### config.mk
export PLATFORM = sky130hd
export DESIGN_NAME = control_unit_seq
export DESIGN_NICKNAME = d
export VERILOG_FILES = /design/src/rtl/isa_pkg.sv /design/src/rtl/uop_rom.sv /design/src/rtl/control_unit_seq.sv
export SDC_FILE = /design/constraint.sdc
export NUM_CORES = 1
export LEC_CHECK = 0
export CAP_MARGIN = 15
export CORE_MARGIN = 8
export CORE_UTILIZATION = 48
export DETAILED_ROUTE_END_ITERATION = 10
export GPL_TIMING_DRIVEN = 0
export MAX_ROUTING_LAYER = met4
export PLACE_DENSITY = 0.77
export SLEW_MARGIN = 20
export SYNTH_ARGS = -nofsm -noshare
export SYNTH_HDL_FRONTEND = slang
export SYNTH_SLANG_ARGS = --single-unit
### constraint.sdc
create_clock -name clk -period 4.39 [get_ports clk]
set_input_delay 0.878 -clock clk [delete_from_list [all_inputs] [get_ports clk]]
set_output_delay 0.878 -clock clk [all_outputs]
set_load 0.01 [all_outputs]
### src/rtl/isa_pkg.sv
// ISA constants shared by the ID-stage decoder and its micro-op ROM:
// opcodes, ALU command codes, branch types and macro-op lengths.
package isa_pkg;

    localparam logic [5:0] OP_NOP  = 6'b000000;
    localparam logic [5:0] OP_ADD  = 6'b000001;
    localparam logic [5:0] OP_SUB  = 6'b000011;
    localparam logic [5:0] OP_AND  = 6'b000101;
    localparam logic [5:0] OP_OR   = 6'b000110;
    localparam logic [5:0] OP_NOR  = 6'b000111;
    localparam logic [5:0] OP_XOR  = 6'b001000;
    localparam logic [5:0] OP_SLA  = 6'b001001;
    localparam logic [5:0] OP_SLL  = 6'b001010;
    localparam logic [5:0] OP_SRA  = 6'b001011;
    localparam logic [5:0] OP_SRL  = 6'b001100;
    localparam logic [5:0] OP_ADDI = 6'b100000;
    localparam logic [5:0] OP_SUBI = 6'b100001;
    localparam logic [5:0] OP_LD   = 6'b100100;
    localparam logic [5:0] OP_ST   = 6'b100101;
    localparam logic [5:0] OP_BEZ  = 6'b101000;
    localparam logic [5:0] OP_BNE  = 6'b101001;
    localparam logic [5:0] OP_JMP  = 6'b101010;
    localparam logic [5:0] OP_ROT  = 6'b111110;
    localparam logic [5:0] OP_SWP  = 6'b111111;

    localparam logic [3:0] CMD_ADD  = 4'b0000;
    localparam logic [3:0] CMD_SUB  = 4'b0010;
    localparam logic [3:0] CMD_AND  = 4'b0100;
    localparam logic [3:0] CMD_OR   = 4'b0101;
    localparam logic [3:0] CMD_NOR  = 4'b0110;
    localparam logic [3:0] CMD_XOR  = 4'b0111;
    localparam logic [3:0] CMD_SHL  = 4'b1000;
    localparam logic [3:0] CMD_SRA  = 4'b1001;
    localparam logic [3:0] CMD_SRL  = 4'b1010;
    localparam logic [3:0] CMD_UOP0 = 4'b1100;
    localparam logic [3:0] CMD_UOP1 = 4'b1101;
    localparam logic [3:0] CMD_UOP2 = 4'b1110;

    localparam logic [1:0] BR_NONE = 2'b00;
    localparam logic [1:0] BR_BEZ  = 2'b01;
    localparam logic [1:0] BR_BNE  = 2'b10;
    localparam logic [1:0] BR_JMP  = 2'b11;

    localparam int unsigned SWP_UOPS = 2;
    localparam int unsigned ROT_UOPS = 3;

    typedef enum logic {
        ST_IDLE,
        ST_SEQ
    } seq_state_e;

    typedef struct packed {
        logic [3:0] cmd;
        logic       mem_r;
        logic       mem_w;
        logic       wb;
        logic       imm;
        logic [1:0] br;
        logic       single_src;
    } ctrl_t;

    localparam ctrl_t CTRL_BUBBLE = '0;

    function automatic ctrl_t mk_ctrl(input logic [3:0] cmd, input logic mem_r,
                                      input logic mem_w, input logic wb, input logic imm,
                                      input logic [1:0] br, input logic single_src);
        ctrl_t c;
        c.cmd        = cmd;
        c.mem_r      = mem_r;
        c.mem_w      = mem_w;
        c.wb         = wb;
        c.imm        = imm;
        c.br         = br;
        c.single_src = single_src;
        return c;
    endfunction

endpackage

### src/rtl/uop_rom.sv
// Micro-op ROM: maps (macro opcode, micro-op index) to the ALU command,
// write-back enable, datapath mux select and last-micro-op flag.
module uop_rom
    import isa_pkg::*;
#(
    parameter int OPCODE_W = 6,
    parameter int CMD_W    = 4,
    parameter int SEL_W    = 3
) (
    input  logic [OPCODE_W-1:0] seq_op_i,
    input  logic [SEL_W-1:0]    idx_i,
    output logic                is_macro_o,
    output logic [CMD_W-1:0]    exec_cmd_o,
    output logic                wb_en_o,
    output logic [SEL_W-1:0]    uop_sel_o,
    output logic                last_o
);

    int unsigned n_uops;

    always_comb begin
        n_uops = 0;
        if (seq_op_i == OPCODE_W'(OP_SWP)) begin
            n_uops = SWP_UOPS;
        end else if (seq_op_i == OPCODE_W'(OP_ROT)) begin
            n_uops = ROT_UOPS;
        end
    end

    // Micro-op commands are consecutive from CMD_UOP0, so the index offsets the base code.
    always_comb begin
        is_macro_o = (n_uops != 0);
        exec_cmd_o = '0;
        wb_en_o    = 1'b0;
        uop_sel_o  = '0;
        last_o     = 1'b0;
        if (is_macro_o && (32'(idx_i) < n_uops)) begin
            exec_cmd_o = CMD_W'(32'(CMD_UOP0) + 32'(idx_i));
            wb_en_o    = 1'b1;
            uop_sel_o  = idx_i + SEL_W'(1);
            last_o     = (32'(idx_i) == n_uops - 1);
        end
    end

endmodule

### src/rtl/control_unit_seq.sv
// ID-stage decoder: combinational single-cycle decode plus a sequencer FSM
// that expands SWP/ROT macro-ops into micro-ops while freezing IF/ID.
module control_unit_seq
    import isa_pkg::*;
#(
    parameter int OPCODE_W = 6,
    parameter int CMD_W    = 4,
    parameter int MAX_UOPS = 4,
    parameter int SEL_W    = $clog2(MAX_UOPS + 1)
) (
    input  logic                clk,
    input  logic                rst_n,
    input  logic                instr_valid,
    input  logic [OPCODE_W-1:0] opcode,
    input  logic                stall,
    input  logic                flush,
    output logic [CMD_W-1:0]    exec_cmd,
    output logic                mem_r_en,
    output logic                mem_w_en,
    output logic                wb_en,
    output logic                is_imm,
    output logic [1:0]          branch_type,
    output logic                single_src,
    output logic [SEL_W-1:0]    uop_sel,
    output logic                freeze,
    output logic                busy,
    output logic                illegal_op
);

    if (MAX_UOPS < 3) begin : g_max_uops_check
        $error("control_unit_seq: MAX_UOPS must be >= 3 to hold ROT");
    end

    seq_state_e          state_q, state_d;
    logic [SEL_W-1:0]    idx_q, idx_d;
    logic [OPCODE_W-1:0] seq_op_q, seq_op_d;

    ctrl_t               dec;
    logic                dec_hit;
    logic                in_seq;
    logic [OPCODE_W-1:0] rom_op;
    logic [SEL_W-1:0]    rom_idx;
    logic                rom_macro, rom_wb, rom_last;
    logic [CMD_W-1:0]    rom_cmd;
    logic [SEL_W-1:0]    rom_sel;
    logic                use_dec, use_rom, accept;

    assign in_seq  = (state_q == ST_SEQ);
    assign rom_op  = in_seq ? seq_op_q : opcode;
    assign rom_idx = in_seq ? idx_q : '0;
    assign accept  = instr_valid && !stall && !flush;

    uop_rom #(
        .OPCODE_W (OPCODE_W),
        .CMD_W    (CMD_W),
        .SEL_W    (SEL_W)
    ) u_uop_rom (
        .seq_op_i   (rom_op),
        .idx_i      (rom_idx),
        .is_macro_o (rom_macro),
        .exec_cmd_o (rom_cmd),
        .wb_en_o    (rom_wb),
        .uop_sel_o  (rom_sel),
        .last_o     (rom_last)
    );

    always_comb begin
        dec     = CTRL_BUBBLE;
        dec_hit = 1'b1;
        case (opcode)
            OPCODE_W'(OP_NOP):  dec = CTRL_BUBBLE;
            OPCODE_W'(OP_ADD):  dec = mk_ctrl(CMD_ADD, 1'b0, 1'b0, 1'b1, 1'b0, BR_NONE, 1'b0);
            OPCODE_W'(OP_SUB):  dec = mk_ctrl(CMD_SUB, 1'b0, 1'b0, 1'b1, 1'b0, BR_NONE, 1'b0);
            OPCODE_W'(OP_AND):  dec = mk_ctrl(CMD_AND, 1'b0, 1'b0, 1'b1, 1'b0, BR_NONE, 1'b0);
            OPCODE_W'(OP_OR):   dec = mk_ctrl(CMD_OR,  1'b0, 1'b0, 1'b1, 1'b0, BR_NONE, 1'b0);
            OPCODE_W'(OP_NOR):  dec = mk_ctrl(CMD_NOR, 1'b0, 1'b0, 1'b1, 1'b0, BR_NONE, 1'b0);
            OPCODE_W'(OP_XOR):  dec = mk_ctrl(CMD_XOR, 1'b0, 1'b0, 1'b1, 1'b0, BR_NONE, 1'b0);
            OPCODE_W'(OP_SLA),
            OPCODE_W'(OP_SLL):  dec = mk_ctrl(CMD_SHL, 1'b0, 1'b0, 1'b1, 1'b0, BR_NONE, 1'b0);
            OPCODE_W'(OP_SRA):  dec = mk_ctrl(CMD_SRA, 1'b0, 1'b0, 1'b1, 1'b0, BR_NONE, 1'b0);
            OPCODE_W'(OP_SRL):  dec = mk_ctrl(CMD_SRL, 1'b0, 1'b0, 1'b1, 1'b0, BR_NONE, 1'b0);
            OPCODE_W'(OP_ADDI): dec = mk_ctrl(CMD_ADD, 1'b0, 1'b0, 1'b1, 1'b1, BR_NONE, 1'b1);
            OPCODE_W'(OP_SUBI): dec = mk_ctrl(CMD_SUB, 1'b0, 1'b0, 1'b1, 1'b1, BR_NONE, 1'b1);
            OPCODE_W'(OP_LD):   dec = mk_ctrl(CMD_ADD, 1'b1, 1'b0, 1'b1, 1'b1, BR_NONE, 1'b1);
            OPCODE_W'(OP_ST):   dec = mk_ctrl(CMD_ADD, 1'b0, 1'b1, 1'b0, 1'b1, BR_NONE, 1'b0);
            OPCODE_W'(OP_BEZ):  dec = mk_ctrl(CMD_ADD, 1'b0, 1'b0, 1'b0, 1'b1, BR_BEZ,  1'b1);
            OPCODE_W'(OP_BNE):  dec = mk_ctrl(CMD_ADD, 1'b0, 1'b0, 1'b0, 1'b1, BR_BNE,  1'b0);
            OPCODE_W'(OP_JMP):  dec = mk_ctrl(CMD_ADD, 1'b0, 1'b0, 1'b0, 1'b1, BR_JMP,  1'b1);
            default:            dec_hit = 1'b0;
        endcase
    end

    always_ff @(posedge clk or negedge rst_n) begin
        if (!rst_n) begin
            state_q  <= ST_IDLE;
            idx_q    <= '0;
            seq_op_q <= '0;
        end else begin
            state_q  <= state_d;
            idx_q    <= idx_d;
            seq_op_q <= seq_op_d;
        end
    end

    always_comb begin
        state_d  = state_q;
        idx_d    = idx_q;
        seq_op_d = seq_op_q;
        unique case (state_q)
            ST_IDLE: begin
                if (accept && !dec_hit && rom_macro && !rom_last) begin
                    state_d  = ST_SEQ;
                    idx_d    = SEL_W'(1);
                    seq_op_d = opcode;
                end
            end
            ST_SEQ: begin
                if (flush || (!stall && rom_last)) begin
                    state_d = ST_IDLE;
                    idx_d   = '0;
                end else if (!stall) begin
                    idx_d = idx_q + SEL_W'(1);
                end
            end
        endcase
    end

    // Every output is forced to zero while rst_n is low, independent of the inputs.
    always_comb begin
        use_dec    = 1'b0;
        use_rom    = 1'b0;
        freeze     = 1'b0;
        illegal_op = 1'b0;
        busy       = rst_n && in_seq;
        if (rst_n) begin
            unique case (state_q)
                ST_IDLE: begin
                    if (accept) begin
                        if (dec_hit) begin
                            use_dec = 1'b1;
                        end else if (rom_macro) begin
                            use_rom = 1'b1;
                            freeze  = !rom_last;
                        end else begin
                            illegal_op = 1'b1;
                        end
                    end
                end
                ST_SEQ: begin
                    if (!flush) begin
                        if (stall) begin
                            freeze = 1'b1;
                        end else begin
                            use_rom = 1'b1;
                            freeze  = !rom_last;
                        end
                    end
                end
            endcase
        end
        exec_cmd    = use_dec ? CMD_W'(dec.cmd) : (use_rom ? rom_cmd : '0);
        mem_r_en    = use_dec && dec.mem_r;
        mem_w_en    = use_dec && dec.mem_w;
        wb_en       = (use_dec && dec.wb) || (use_rom && rom_wb);
        is_imm      = use_dec && dec.imm;
        branch_type = use_dec ? dec.br : BR_NONE;
        single_src  = use_dec && dec.single_src;
        uop_sel     = use_rom ? rom_sel : '0;
    end

endmodule

==> key figures, run 1 <==
Run status
  – Status: complete, no violations

Worst setup path
  – Worst r2r dst: seq_op_q[0]$_DFFE_PN0P_
  – Worst Path Max Fanout: 10
  – Setup crit start kind: input pin
  – Reg-to-reg slack, setup: 1730 ps
  – Crit path kind: in2out
  – Worst r2r src: in_seq$_DFF_PN0_
  – Worst Path Arrival: 3370 ps
  – Reg2Reg Depth: 10
  – Req. time, crit path: 3510 ps
  – CP endpoint kind: output pin

Place
  – Final HPWL DP: 2120 um
  – Pre-CTS WS: -541 ps
  – GP Congestion: 0.885
  – Cell Count Post-Placement: 185
  – Buffers on Ports: 27

Synthesis
  – Cells after synthesis: 130
  – Largest family of logic cells by synthesized area: simple AND/OR/NAND/NOR gates
  – Syn nets: 145
  – Xor/xnor share of the synthesized area: 3.39%
  – Number of synthesis warnings: 0
  – Mux cell area share after synthesis: 3.02%
  – Yosys cell types: 45
  – Yosys reg bits: 10
  – Most used DFF post-synth: dfrtp_1
  – Part of the Yosys area used for sequential elements: 24.2%
  – Simple-gate area share of the yosys netlist: 36.8%
  – Number of flops mapped to enable cells by yosys: 0
  – Mean Syn Cell Area: 7.96 um2
  – Synthesized-area fraction occupied by adder cells: 4.84%
  – Mapped cell area: 1030 um2
  – Synth Area in Compound Gates: 21.2%
  – Fraction of registers with async set/reset: 100%

STA
  – Hold slack: 465 ps
  – Count of final setup violators: 0
  – RSZ-0062 raised after global routing: no
  – Max_slew headroom: 63.6%
  – FMAX: 0.236 GHz
  – Clock Skews: 1.84 ps
  – Final Hold Viols: 0
  – Worst-margin pin slew: 543 ps
  – Fin crit share: 96.7%
  – Time the worst path needs with I/O delays and setup: 4250 ps
  – Fin. max-slew vios: 0
  – Min setup slack post-route: 144 ps

Hold path
  – Hold path start: seq_op_q[5]$_DFFE_PN0P_
  – Hold depth: 1
  – Worst Hold Class: reg2reg
  – Worst Hold End: seq_op_q[5]$_DFFE_PN0P_

Route
  – Drt via density: 5.73
  – Vias: 1094
  – WL final: 2730 um
  – Initial drt markers: 50
  – 1st-pass router iterations: 4
  – Final ANT Viol Nets: 0
  – Residual DRC: 0
  – Wire length per cell: 14.3 um

Die
  – Die area: 3900 um2
  – Rows: 17
  – Starting Density: 48.6%
  – Die span in y: 62.4 um
  – Ports: 28
  – DIE WIDTH: 62.4 um
  – Core area: 2130 um2

Finish
  – Most frequent cells in the layout: 17 x clkdlybuf4s50_1, 10 x inv_1, 10 x nor2_1, 10 x dfrtp_1, 9 x nand2_1
  – Share of layout cells above drive strength 1: 12.9%
  – Area Growth Syn to Fin: 41.1%
  – ANT cells: 0
  – Fin cells: 191
  – Layout Nets: 179
  – Commonest non-fill, non-tap cell in the layout: clkdlybuf4s50_1

Power
  – VDD IR max: 0.195 mV
  – Logic pwr share: 27.2%
  – Leak pwr: 0.000713 uW
  – Sequential power share: 42.3%
  – Int Power: 189 uW
  – Pwr per Cell Area: 184 nW/um2
  – Psw: 78.9 uW
  – Switching Fraction: 29.4%
  – Total Power: 268 uW
  – Clk pwr share: 30.5%

GRT
  – First-pass GRT wire length: 4690 um
  – Pin count of the biggest net entering global routing: 15
  – GRT overflow: 0
  – Vias in the first global route: 1031
  – Initial antenna violation count: 0
  – Overall Global Routing Usage: 14.1%

CTS
  – Root Buffer: clkbuf_4
  – CTS tree: done
  – Sink Count: 10
  – Register clock-pin slew on the reported worst setup and hold paths: 60 ps
  – H-tree depth: 1
  – Skew-Pair Late Insertion Delay: 260 ps
  – Post-CTS Hold Fix Bufs: 0
  – Clock Path Buffers: 2
  – Total CTS buffers: 3

Job
  – MaxCap Viol Count: 0
-- logic make-up (layout without fill, tap and decap cells) --
logic type                 Yosys count  count (layout)
xor gates and xnor gates             4               4
AOI/OAI and AO/OA                   31              31
adders and majority gates            4               4
buffers and inverters               16              49
DFF                                 10              10
muxes                                3               3
and+or+nand+nor                     62              62
-- power groups by stage --
stage	logic, uW	clock network (uW)	registers [uW]
after floorplan	46.3	0	112
after global placement	68.6	0	114
after detailed placement	70.8	0	115
after CTS	71.6	84.4	113
after global routing	81.8	90.5	115
final	73.0	81.8	113
-- layout make-up --
type / instances / area, um2
multi-input cells: 104 / 764
fillers: 190 / 667
repair buffers: 29 / 300
flip-flops and latches: 10 / 250
inverters: 10 / 37.5
clock buffers: 4 / 36.3
plain buffers: 6 / 36.3
well taps: 28 / 35.0
-- cells in the mapped netlist (4+ instances only) --
cell type	number	area, um2
a21oi_1	7	35.0
dfrtp_1	10	250
ha_1	4	50.1
inv_1	10	37.5
nand2_1	10	37.5
nand2b_1	8	50.1
nor2_1	11	41.3
nor3b_1	4	30.0
nor4_1	4	25.0
o21ai_1	4	20.0
-- worst max-delay path by stage --
| stage | cells past startpoint | to | from |
|---|---|---|---|
| floorplan | 11 | freeze | opcode[5] |
| detailed placement | 13 | freeze | opcode[5] |
| global placement | 13 | freeze | opcode[5] |
| CTS | 13 | wb_en | opcode[5] |
| global route | 13 | freeze | opcode[5] |
| finish | 13 | freeze | opcode[5] |
-- flip-flops by register name (all words and copies together), names as in the netlist --
name      count
seq_op_q      6
idx_q         3
in_seq        1
-- metrics by stage --
stage          setup TNS, ps  util, %  cell area, um2
2_1_floorplan              0        -            1030
3_3_place_gp           -2270     63.0            1340
3_5_place_dp           -2590     63.0            1340
4_1_cts                    0     66.0            1400
5_1_grt                    0     68.6            1460
6_report                   0     68.6            1460
-- routing by layer --
layer	wire (um)	global-route usage, %
met3	124	3.58
met5	0	-
met4	14	1.71
met2	1310	22.0
met1	1280	18.5
-- worst max-delay path: stages --
cell             delay [ps]
clkdlybuf4s50_1         480
buf_6                   140
and4_1                  240
nand3_4                 120
nand2_2                 100
inv_1                    60
ha_1                    280
inv_1                    70
o21ai_2                  90
a2111oi_4               370
nand2_1                 110
nor4bb_1                140
dlygate4sd2_1           290
-- repair_timing --
| item | 4_1_cts | 5_1_grt |
|---|---|---|
| setup buffers | 1 | 1 |
| setup endpoints to repair | 13 | 11 |
| gates resized for setup | 8 | 15 |
| pin swaps | 2 | 2 |
No activity file was read; power rests on OpenSTA's default activity.
==> inputs of run 2 (changes only) <==
- CORE_ASPECT_RATIO: unset -> 0.6
- CORE_UTILIZATION: 48 -> 50
- SYNTH_HIERARCHICAL: unset -> 1
==> key figures, run 2 <==
Run status
  – Status: complete, no violations

Synthesis
  – Simple-gate area share of the yosys netlist: 28.2% (-8.6 points)
  – Top-count cell post-synth: nand2_1
  – Mapped cell area: 1170 um2 (+13%)
  – Commonest cells in the netlist: 14 x nand2_1, 13 x nor2_1, 11 x o21ai_0, 10 x dfrtp_1, 9 x inv_1
  – Yosys reg bits: 10 (unchanged)
  – Synthesized-area fraction occupied by adder cells: 4.27% (-0.56 points)
  – Number of flops mapped to enable cells by yosys: 0 (unchanged)
  – Cells after synthesis: 145 (+12%)
  – Mux cell area share after synthesis: 11.0% (+8.0 points)
  – Share of the synthesized area in the top cell type: 21.4% (-2.8 points)
  – Fraction of registers with async set/reset: 100% (unchanged)
  – Yosys cell types: 45 (unchanged)
  – Area contributors post-synth: dfrtp_1 21%, mux2_4 6.4%, o21ai_0 4.7%
  – Most used DFF post-synth: dfrtp_1
  – Number of synthesis warnings: 6 (+6)
  – Cell taking the most area after synthesis: dfrtp_1
  – Xor/xnor share of the synthesized area: 1.50% (-1.9 points)
  – Largest family of logic cells by synthesized area: simple AND/OR/NAND/NOR gates
  – Part of the Yosys area used for sequential elements: 21.4% (-2.8 points)
  – Syn nets: 160 (+10%)
  – Mean Syn Cell Area: 8.08 um2 (+1.5%)
  – Synth Area in Compound Gates: 25.4% (+4.3 points)

STA
  – Count of final setup violators: 0 (unchanged)
  – FMAX: 0.232 GHz (-1.6%)
  – Setup TNS: 0 ps (unchanged)
  – Min setup slack post-route: 75.1 ps (-69.0 ps)
  – Worst-margin pin slew: 626 ps (+83.5 ps)
  – Clock Skews: 9.51 ps (+7.67 ps)
  – RSZ-0062 raised after global routing: yes
  – Fin. max-slew vios: 0 (unchanged)
  – Fin crit share: 98.3% (+1.6 points)
  – Time the worst path needs with I/O delays and setup: 4310 ps (+69.0 ps)
  – Final Hold Viols: 0 (unchanged)
  – Max_slew headroom: 58.2% (-5.5 points)

Die
  – Die area: 4200 um2 (+7.7%)
  – Rows: 13 (-4)
  – Core area: 2200 um2 (+3.2%)
  – Starting Density: 53.3% (+4.7 points)
  – Die span in y: 53.5 um (-14%)
  – Ports: 28 (unchanged)
  – DIE WIDTH: 78.5 um (+26%)

Worst setup path
  – CP max stage cell: clkdlybuf4s50_1
  – Reg-to-reg slack, setup: 360 ps (-1370 ps)
  – Worst Path Max Fanout: 6 (-4)
  – Critical Path Most Common Cell: buf_4
  – Setup crit start kind: input pin
  – Crit path kind: in2reg
  – Worst Path Arrival: 4430 ps (+1060 ps)
  – CP endpoint kind: register
  – CP max stage delay: 490 ps (about the same)
  – Req. time, crit path: 4500 ps (+990 ps)

Route
  – Residual DRC: 0 (unchanged)
  – WL final: 3850 um (+41%)
  – Vias: 1292 (+18%)
  – Wire length per cell: 17.3 um (+21%)
  – Initial drt markers: 149 (+200%)
  – Final ANT Viol Nets: 0 (unchanged)
  – Drt via density: 5.79 (+1.2%)
  – 1st-pass router iterations: 4 (unchanged)

CTS
  – Clock Path Buffers: 2 (unchanged)
  – Total CTS buffers: 3 (unchanged)
  – Register clock-pin slew on the reported worst setup and hold paths: 50 ps (about the same)
  – H-tree depth: 1 (unchanged)
  – Sink Count: 10 (unchanged)
  – Skew-Pair Late Insertion Delay: 250 ps (about the same)
  – Post-CTS Hold Fix Bufs: 0 (unchanged)
  – CTS tree: done
  – Root Buffer: clkbuf_8

GRT
  – Met1 usage: 22.7% (+4.2 points)
  – GRT overflow: 0 (unchanged)
  – Vias in the first global route: 1181 (+15%)
  – GR peak layer: met2
  – First-pass GRT wire length: 5960 um (+27%)
  – Overall Global Routing Usage: 19.0% (+4.8 points)
  – Pin count of the biggest net entering global routing: 19 (+4)
  – Met2 usage: 31.7% (+9.7 points)
  – Initial antenna violation count: 0 (unchanged)
  – Global-route track usage on met3: 5.74% (+2.2 points)

Finish
  – ANT cells: 0 (unchanged)
  – Max reg flops: 6 (unchanged)
  – Most frequent cells in the layout: 21 x clkdlybuf4s50_1, 21 x buf_4, 14 x nand2_1, 10 x nor2_1, 10 x dfrtp_1
  – Area Growth Syn to Fin: 47.1%
  – Fin cells: 223 (+17%)
  – Layout Nets: 209 (+17%)
  – Reg with most FFs: seq_op_q
  – Share of layout cells above drive strength 1: 30.1% (+17 points)

Place
  – Cell Count Post-Placement: 201 (+8.6%)
  – GP Congestion: 0.872 (-1.5%)
  – Final HPWL DP: 2540 um (+20%)
  – Buffers on Ports: 26 (-3.7%)
  – Pre-CTS WS: -952 ps (-411 ps)

Power
  – VDD IR max: 0.165 mV (-16%)
  – Leak pwr: 0.000742 uW (+4.1%)
  – Pwr per Cell Area: 167 nW/um2 (-8.9%)

Job
  – MaxCap Viol Count: 0 (unchanged)

Hold path
  – Worst Hold Class: reg2reg
-- run 2: cell count changes in the layout (fill, tap and decap cells not counted), sizes merged, moves of 5 or more --
cell / before / now
mux2: 1 / 8
buf: 5 / 26
dlymetal6s2s: 7 / 1
nand2b: 8 / 3
o21ai: 6 / 11
and2: 1 / 7
-- run 2: where the power goes --
part           total [uW]  internal, uW  switching (uW)
Combinational        66.4          30.0            36.4
Sequential           99.7          97.0            2.73
Clock                 122          79.2            42.7
-- run 2: path summary, 6_finish.rpt --
path	from	to	cells after the start
worst max register to register	in_seq$_DFF_PN0_	seq_op_q[4]$_DFFE_PN0P_	25
worst min-delay path	seq_op_q[2]$_DFFE_PN0P_	seq_op_q[2]$_DFFE_PN0P_	1
worst max-delay path	opcode[3]	seq_op_q[4]$_DFFE_PN0P_	25
min in group asynchronous	rst_n	seq_op_q[1]$_DFFE_PN0P_	1
max in group asynchronous	rst_n	idx_q[0]$_DFFE_PN0P_	1
worst min register to register	seq_op_q[2]$_DFFE_PN0P_	seq_op_q[2]$_DFFE_PN0P_	1
-- run 2: worst max-delay path: cells and delay by family --
| family | cells | cell delay [ps] |
|---|---|---|
| AOI/OAI and AO/OA | 3 | 340 |
| buffers and inverters | 16 | 2230 |
| adders and majority gates | 1 | 190 |
| and+or+nand+nor | 5 | 760 |
-- run 2: per-layer routing --
| layer | up-vias | share of wire [%] |
|---|---|---|
| met5 | - | 0 |
| li1 | 623 | - |
| met2 | 47 | 49 |
| met3 | 2 | 7.8 |
| met4 | 0 | 0.21 |
| met1 | 620 | 43 |
-- run 2: final cells by class --
type	count	area, um2
fill	150	473
inverter	11	41.3
clock buffer	4	55.1
sequential	10	250
buffer	7	47.5
timing repair buffer	46	412
tap	30	37.5
multi-input combinational	115	880
-- run 2: stage by stage --
| stage | hold WS [ps] | power (uW) | util [%] | instance area [um2] |
|---|---|---|---|---|
| floorplan | 476 | 139 | - | 1170 |
| global placement | 489 | 160 | 66.9 | 1470 |
| detailed placement | 497 | 162 | 66.9 | 1470 |
| CTS | 514 | 283 | 75.3 | 1650 |
| global route | 532 | 302 | 78.5 | 1720 |
| finish | 513 | 288 | 78.5 | 1720 |
-- run 2: what timing repair did --
action	4_1_cts	5_1_grt
resized for setup	13	13
setup endpoints to repair	9	4
buffers inserted	16	4
pin swaps	4	5
-- run 2: logic make-up after synthesis --
family / after synthesis
AOI/OAI and AO/OA: 40
xor gates and xnor gates: 2
adders and majority gates: 4
buffers and inverters: 20
DFF: 10
muxes: 10
and+or+nand+nor: 59
==> inputs of run 3 (changes only) <==
- CORE_UTILIZATION: 50 -> 42
- PLACE_DENSITY: 0.77 -> 0.68
- SYNTH_HIERARCHICAL: 1 -> unset
==> key figures, run 3 (synthesis gave the netlist of run 1 again) <==
Run status
  – Status: complete, no violations

GRT
  – Overall Global Routing Usage: 14.6% (-4.4 points)
  – GRT overflow: 0 (unchanged)
  – Initial antenna violation count: 0 (unchanged)
  – Vias in the first global route: 1093 (-7.5%)
  – First-pass GRT wire length: 5010 um (-16%)
  – Pin count of the biggest net entering global routing: 15 (-4)

Finish
  – Most frequent cells in the layout: 17 x clkdlybuf4s50_1, 10 x inv_1, 10 x nor2_1, 10 x dfrtp_1, 9 x nand2_1
  – Share of layout cells above drive strength 1: 13.0% (-17 points)
  – Core Util, Final: 61.2% (-17 points)
  – Commonest non-fill, non-tap cell in the layout: clkdlybuf4s50_1
  – Max reg flops: 6 (unchanged)
  – Fillers: 235 (+57%)
  – Layout Nets: 179 (-14%)
  – Reg with most FFs: seq_op_q
  – Fin cells: 194 (-13%)
  – Register area: 250 um2 (unchanged)
  – Area of the multi-input gates: 783 um2 (-11%)
  – Area Growth Syn to Fin: 43.0%
  – ANT cells: 0 (unchanged)

Die
  – Die area: 4360 um2 (+3.9%)
  – Starting Density: 42.8% (-11 points)
  – DIE WIDTH: 80.1 um (+2.0%)
  – Core area: 2420 um2 (+10%)
  – Ports: 28 (unchanged)
  – Rows: 14 (+1)
  – Die span in y: 54.4 um (+1.8%)

Place
  – Buffers on Ports: 27 (+3.8%)
  – Final HPWL DP: 2340 um (-7.9%)
  – GP Congestion: 0.879 (+0.87%)
  – Cell Count Post-Placement: 189 (-6.0%)

CTS
  – Register clock-pin slew on the reported worst setup and hold paths: 40 ps (about the same)
  – Post-CTS Hold Fix Bufs: 0 (unchanged)
  – CTS tree: done
  – Root Buffer: clkbuf_8
  – Total CTS buffers: 3 (unchanged)
  – H-tree depth: 1 (unchanged)
  – Skew-Pair Late Insertion Delay: 230 ps (-20 ps)
  – Sink Count: 10 (unchanged)
  – Clock Path Buffers: 2 (unchanged)

Job
  – MaxCap Viol Count: 0 (unchanged)

Worst setup path
  – Setup crit start kind: input pin
  – Worst Path Arrival: 3390 ps (-1040 ps)
  – Worst Path Max Fanout: 10 (+4)
  – Crit path kind: in2out
  – Req. time, crit path: 3510 ps (-990 ps)
  – CP endpoint kind: output pin

Power
  – VDD IR max: 0.153 mV (-6.8%)
  – Leak pwr: 0.000686 uW (-7.5%)
  – Total Power: 283 uW (-1.9%)
  – Pwr per Cell Area: 191 nW/um2 (+14%)

Route
  – 1st-pass router iterations: 5 (+1)
  – WL final: 3060 um (-21%)
  – Drt via density: 5.93 (+2.3%)
  – Wire length per cell: 15.8 um (-8.8%)
  – Final ANT Viol Nets: 0 (unchanged)
  – Vias: 1150 (-11%)
  – Initial drt markers: 184 (+23%)
  – Residual DRC: 0 (unchanged)

STA
  – Time the worst path needs with I/O delays and setup: 4260 ps (-50.3 ps)
  – Final Hold Viols: 0 (unchanged)
  – Clock Skews: 5.63 ps (-3.87 ps)
  – Worst-margin pin slew: 562 ps (-64.4 ps)
  – FMAX: 0.234 GHz (+1.2%)
  – Fin. max-slew vios: 0 (unchanged)
  – Count of final setup violators: 0 (unchanged)
  – Setup TNS: 0 ps (unchanged)
  – Hold slack: 455 ps (-57.4 ps)
  – Fin crit share: 97.1% (-1.1 points)
  – Max_slew headroom: 62.4% (+4.2 points)

Hold path
  – Worst Hold Class: reg2reg
## run 3: cell count changes in the layout (fill, tap and decap cells not counted), sizes merged, moves of 5 or more
| cell | previous run | this run |
|---|---|---|
| and2 | 7 | 1 |
| buf | 26 | 5 |
| mux2 | 8 | 1 |
| nand2b | 3 | 8 |
| o21ai | 11 | 6 |
## run 3: per-stage QoR
| step | worst slack [ps] | area [um2] |
|---|---|---|
| floorplan | 712 | 1030 |
| global placement | -502 | 1350 |
| detailed placement | -581 | 1350 |
| CTS | 24.5 | 1410 |
| global route | -28.3 | 1480 |
| finish | 125 | 1480 |
## run 3: layout make-up
class	count	share of cell area, %
Clock buffer	3	2.79
Tap cell	32	2.70
Buffer	6	2.37
Timing Repair Buffer	29	19.8
Inverter	10	2.54
Multi-Input combinational cell	104	52.9
Sequential cell	10	16.9
## run 3: path summary, 6_finish.rpt
check / startpoint / depth (start not counted) / endpoint / slack, ps
worst min-delay path: seq_op_q[5]$_DFFE_PN0P_ / 1 / seq_op_q[5]$_DFFE_PN0P_ / 460
worst max-delay path: opcode[5] / 13 / freeze / 130
worst min register to register: seq_op_q[5]$_DFFE_PN0P_ / 1 / seq_op_q[5]$_DFFE_PN0P_ / 460
max in group asynchronous: rst_n / 1 / seq_op_q[5]$_DFFE_PN0P_ / 3300
min in group asynchronous: rst_n / 1 / seq_op_q[1]$_DFFE_PN0P_ / 710
worst max register to register: in_seq$_DFF_PN0_ / 10 / seq_op_q[0]$_DFFE_PN0P_ / 1660
## run 3: layer usage
layer	wire length [um]	global-route usage (%)
met1	1520	20.8
met2	1290	20.8
met3	209	2.62
met4	40	2.69
met5	0	-
## run 3: power breakdown
group          switching, uW  total [uW]  internal, uW
clock network           32.2        91.9          59.7
registers               11.2         115           104
logic                   40.0        75.8          35.8
total                   83.4         283           199
## run 3: critical path: stages
cell and delay, ps:
clkdlybuf4s50_1 490, buf_6 150, and4_4 240, nand3_4 100, nand2_2 100, inv_1 60
ha_1 290, inv_1 90, o21ai_4 90, a2111oi_4 350, nand2_1 100, nor4bb_1 150
dlygate4sd2_1 290
## run 3: repair_timing
| item | 4_1_cts | 5_1_grt |
|---|---|---|
| setup endpoints to repair | 13 | 9 |
| pin swaps | 2 | 1 |
| endpoints found under the hold margin | 0 | 0 |
| gates resized for setup | 11 | 14 |
| buffers inserted | 1 | 1 |
